===== config.mk =====
export PLATFORM = sky130hd
export DESIGN_NAME = id_ex_hazard_unit
export DESIGN_NICKNAME = d
export VERILOG_FILES = /design/src/rtl/id_ex_hazard_unit.sv
export SDC_FILE = /design/constraint.sdc
export NUM_CORES = 1
export LEC_CHECK = 0
export ABC_AREA = 0
export CAP_MARGIN = 20
export CORE_MARGIN = 8
export CORE_UTILIZATION = 26
export DETAILED_ROUTE_END_ITERATION = 16
export PLACE_DENSITY = 0.93
export SETUP_SLACK_MARGIN = 0.2
export SLEW_MARGIN = 20
export SYNTH_ARGS = -nofsm -noshare
export SYNTH_HDL_FRONTEND = slang
export SYNTH_SLANG_ARGS = --single-unit

===== constraint.sdc =====
create_clock -name clk -period 3.2 [get_ports clk]
set_input_delay 0.96 -clock clk [delete_from_list [all_inputs] [get_ports clk]]
set_output_delay 0.96 -clock clk [all_outputs]
set_load 0.03 [all_outputs]

===== src/rtl/id_ex_hazard_unit.sv =====
// ============================================================================
// Module   : id_ex_hazard_unit
// Purpose  : Load-use hazard detection against the ID/EX register, PC/IF-ID
//            write enables, ID/EX bubble and MEM-resolved branch flush
//            sequencing. Outputs act in the same cycle the condition is seen.
// Options  : `define HAZ_PERF_CNT_EN to build the saturating stall/flush
//            performance counters; otherwise both counters read 0.
// Revision : 1.0 - initial release
// ============================================================================
`default_nettype none

module id_ex_hazard_unit #(
    parameter int LOAD_STALL_CYCLES = 1,
    parameter int FLUSH_CYCLES      = 1,
    parameter int CNT_W             = 16
) (
    input  logic             clk,
    input  logic             rst_n,
    input  logic [4:0]       id_rs_addr,
    input  logic [4:0]       id_rt_addr,
    input  logic             id_uses_rt,
    input  logic             idex_mem_read,
    input  logic             idex_reg_write,
    input  logic [4:0]       idex_rt_addr,
    input  logic             branch_taken,
    output logic             pc_write,
    output logic             ifid_write,
    output logic             idex_bubble,
    output logic             ifid_flush,
    output logic             exmem_flush,
    output logic [CNT_W-1:0] stall_cnt,
    output logic [CNT_W-1:0] flush_cnt
);

    // The down-counter only ever holds (cycles - 1), so clog2(max) bits suffice.
    localparam int MAX_CYC = (LOAD_STALL_CYCLES > FLUSH_CYCLES) ? LOAD_STALL_CYCLES : FLUSH_CYCLES;
    localparam int REM_W   = (MAX_CYC > 1) ? $clog2(MAX_CYC) : 1;

    localparam logic [REM_W-1:0] c_ld_reload = REM_W'(LOAD_STALL_CYCLES - 1);
    localparam logic [REM_W-1:0] c_fl_reload = REM_W'(FLUSH_CYCLES - 1);
    localparam logic [REM_W-1:0] c_rem_one   = REM_W'(1);

    typedef enum logic [1:0] {
        S_RUN        = 2'd0,
        S_LOAD_STALL = 2'd1,
        S_FLUSH      = 2'd2
    } state_t;

    state_t             r_state;
    logic [REM_W-1:0]   r_rem;
    logic               w_hazard;

    // Load in EX whose destination is read by the instruction in ID ($zero excluded).
    always_comb begin
        w_hazard = idex_mem_read && idex_reg_write && (idex_rt_addr != 5'd0) &&
                   ((idex_rt_addr == id_rs_addr) ||
                    (id_uses_rt && (idex_rt_addr == id_rt_addr)));
    end

    // Output decode: reset > branch flush > sequenced state > fresh hazard.
    always_comb begin
        pc_write    = 1'b1;
        ifid_write  = 1'b1;
        idex_bubble = 1'b0;
        ifid_flush  = 1'b0;
        exmem_flush = 1'b0;
        if (!rst_n) begin
            pc_write    = 1'b0;
            ifid_write  = 1'b0;
            idex_bubble = 1'b1;
            ifid_flush  = 1'b1;
            exmem_flush = 1'b1;
        end else if (branch_taken || (r_state == S_FLUSH)) begin
            idex_bubble = 1'b1;
            ifid_flush  = 1'b1;
            exmem_flush = 1'b1;
        end else if ((r_state == S_LOAD_STALL) || w_hazard) begin
            pc_write    = 1'b0;
            ifid_write  = 1'b0;
            idex_bubble = 1'b1;
        end
    end

    // Multi-cycle stall/flush sequencing; a taken branch always wins and reloads.
    always_ff @(posedge clk or negedge rst_n) begin
        if (!rst_n) begin
            r_state <= S_RUN;
            r_rem   <= '0;
        end else if (branch_taken) begin
            if (FLUSH_CYCLES > 1) begin
                r_state <= S_FLUSH;
                r_rem   <= c_fl_reload;
            end else begin
                r_state <= S_RUN;
                r_rem   <= '0;
            end
        end else begin
            case (r_state)
                S_LOAD_STALL, S_FLUSH: begin
                    if (r_rem == c_rem_one) begin
                        r_state <= S_RUN;
                        r_rem   <= '0;
                    end else begin
                        r_rem   <= r_rem - c_rem_one;
                    end
                end
                default: begin
                    if (w_hazard && (LOAD_STALL_CYCLES > 1)) begin
                        r_state <= S_LOAD_STALL;
                        r_rem   <= c_ld_reload;
                    end else begin
                        r_state <= S_RUN;
                        r_rem   <= '0;
                    end
                end
            endcase
        end
    end

`ifdef HAZ_PERF_CNT_EN
    logic [CNT_W-1:0] r_stall_cnt;
    logic [CNT_W-1:0] r_flush_cnt;

    // Saturating event counters: stalled-PC cycles and taken-branch events.
    always_ff @(posedge clk or negedge rst_n) begin
        if (!rst_n) begin
            r_stall_cnt <= '0;
            r_flush_cnt <= '0;
        end else begin
            if (!pc_write && (r_stall_cnt != '1))
                r_stall_cnt <= r_stall_cnt + CNT_W'(1);
            if (branch_taken && (r_flush_cnt != '1))
                r_flush_cnt <= r_flush_cnt + CNT_W'(1);
        end
    end

    assign stall_cnt = r_stall_cnt;
    assign flush_cnt = r_flush_cnt;
`else
    assign stall_cnt = '0;
    assign flush_cnt = '0;
`endif

endmodule

`default_nettype wire


==> impl_metrics.json <==
{
  "core_area_um2": 1510,
  "vdd_ir_drop_max_v": 0.0000539,
  "min_period_ns": 3.09,
  "route.vias.total": 322,
  "hold_path_startpoint": "idex_rt_addr[3]",
  "crit_required_ns": 2.24,
  "drv_slew": 0,
  "status": "complete, no violations",
  "path_cells": "buf_6 -> xor2_1 -> nor4_2 -> a32oi_1 -> o31a_1 -> buf_6",
  "criticalPathCategory": "in -> out",
  "die_y_um": 56.2,
  "start_util_pct": 27.8,
  "min_path_type": "in -> out",
  "finalNetCount": 102,
  "dr.pass1.iters": 2,
  "antenna_found_initial": 0,
  "synth_top_area_share_pct": 60.9,
  "yosysUniqueCellTypes": 13,
  "synthCells": 54,
  "seq_cells": 0,
  "slowest_stage": "o31a_1",
  "dieArea_um2": 3150,
  "postRouteAntennaNets": 0,
  "syn_area_per_cell_um2": 7.76,
  "die_w_um": 56.2,
  "floorplan.rows": 14,
  "post-place-cells": 95,
  "cp.arrival_ns": 2.13,
  "final_cells": 95,
  "power_density_nw_per_um2": 194,
  "drc_errors": 0,
  "io_buffers": 25,
  "slowest_delay_ns": 0.34,
  "final-seq-area_um2": 0,
  "hold_viol_final": 0,
  "syn_area_um2": 419,
  "drtIter0Drc": 3,
  "cp-end-kind": "output port",
  "fmax_mhz": 323,
  "grt_pass1_wl_mm": 1.84,
  "yosysSeqAreaShare_pct": 0,
  "startpoint": "idex_rt_addr[3]",
  "cp_max_fo": 3,
  "timing.setup.tns_ns": 0,
  "drive_gt1_share_pct": 22.8,
  "cap_violations": 0,
  "finalCritPeriodShare_pct": 96.7,
  "grt_pass1_vias": 393,
  "p_leak_nw": 0.302,
  "synth_top_cell_by_area": "buf_4",
  "gp_congestion": 0.669,
  "grt_max_degree": 4,
  "setup_viol": 0,
  "synth_warnings": 0,
  "crit_top_cell": "buf_6",
  "routedWlPerCell_um": 12.3,
  "clkbuf_count": 0,
  "grt_usage_pct": 6.72,
  "avgViaCountPerCell": 3.39,
  "n_antenna_cell": 0,
  "overflow": 0,
  "startpoint_type": "input pin",
  "rsz0062_at_grt": "yes",
  "path_buf_inv": 2,
  "syn_to_final_growth_pct": 30.7,
  "synthTopCellsByArea": "buf_4 (61%), xor2_1 (19%), nor4_2 (3.0%)",
  "dp_hpwl_mm": 1.10,
  "cp_top_family": "compound AO/OA/AOI/OAI gates",
  "drt-total-wl_mm": 1.17,
  "hold_ws_ns": 2.49,
  "ios": 58
}
-- cells in the mapped netlist --
cell type and n:
xnor2_1 1, o31a_1 1, o211ai_2 1, xor2_1 9, nor2_1 1, nor4_2 1, o21bai_1 1, buf_4 34
nand2b_1 1, conb_1 1, or4_1 1, nor3_1 1, a32oi_1 1
-- cells by family after synthesis --
family | synth area share, %
other cells | 0.895
xor+xnor | 20.9
buf+inv | 60.9
compound gates | 8.96
simple gates | 8.36
-- repair_timing --
item | in CTS | in global routing
buffers inserted | 0 | 0
hold buffers | 0 | 0
setup endpoints to repair | 3 | 3
gates resized for setup | 39 | 3
pin swaps | 13 | 7
-- per-layer routing --
metal | vias up | part of all wire (%) | wire length [µm] | track usage (%)
met5 | - | 0 | 0 | 0
met2 | 20 | 66 | 768 | 14.9
li1 | 158 | - | - | -
met1 | 144 | 24 | 277 | 5.21
met4 | 0 | 0 | 0 | 0
met3 | 0 | 10 | 120 | 2.97
-- cells in the final DEF (no fill, tap or decap) --
master / synthesis / routed
conb_1: 1 / 32
xor2_1: 9 / 9
dlygate4sd2_1: 0 / 6
clkdlybuf4s50_1: 0 / 5
buf_6: 0 / 5
buf_4: 34 / 5
buf_2: 0 / 4
nand2b_1: 1 / 1
nor4_2: 1 / 1
xnor2_1: 1 / 1
nor3_1: 1 / 1
nor2_1: 1 / 1
a32oi_1: 1 / 1
or4_4: 0 / 1
o211ai_2: 1 / 1
o21bai_1: 1 / 1
o31a_1: 1 / 1
dlymetal6s2s_1: 0 / 1
clkdlybuf4s15_1: 0 / 1
clkbuf_2: 0 / 1
-- per-stage QoR --
stage | area [µm²] | utilization [%] | worst slack (ns) | total power, W
2_1_floorplan | 539 | - | 0.0355 | 0.000103
6_report | 548 | 36.4 | 0.107 | 0.000106
5_1_grt | 548 | 36.4 | 0.0186 | 0.000114
4_1_cts | 549 | 36.5 | 0.0875 | 0.000106
3_3_place_gp | 561 | 37.2 | -0.272 | 0.000108
3_5_place_dp | 561 | 37.2 | -0.288 | 0.000109
-- cell type report --
class / count / area, µm²
Fill cell: 166 / 958
Multi-Input combinational cell: 51 / 284
Tap cell: 16 / 20.0
Timing Repair Buffer: 28 / 244
-- report_power, final --
part | total (W) | internal, W | switching (W)
registers | 0 | 0 | 0
clock network | 0 | 0 | 0
logic | 0.000106 | 0.0000317 | 0.0000747
-- path summary, 6_finish.rpt --
path,endpoint,slack [ns],cells after the start
max,ifid_write,0.11,6
min,idex_bubble,2.49,5
Note: power is estimated with default switching activity, not from simulation.
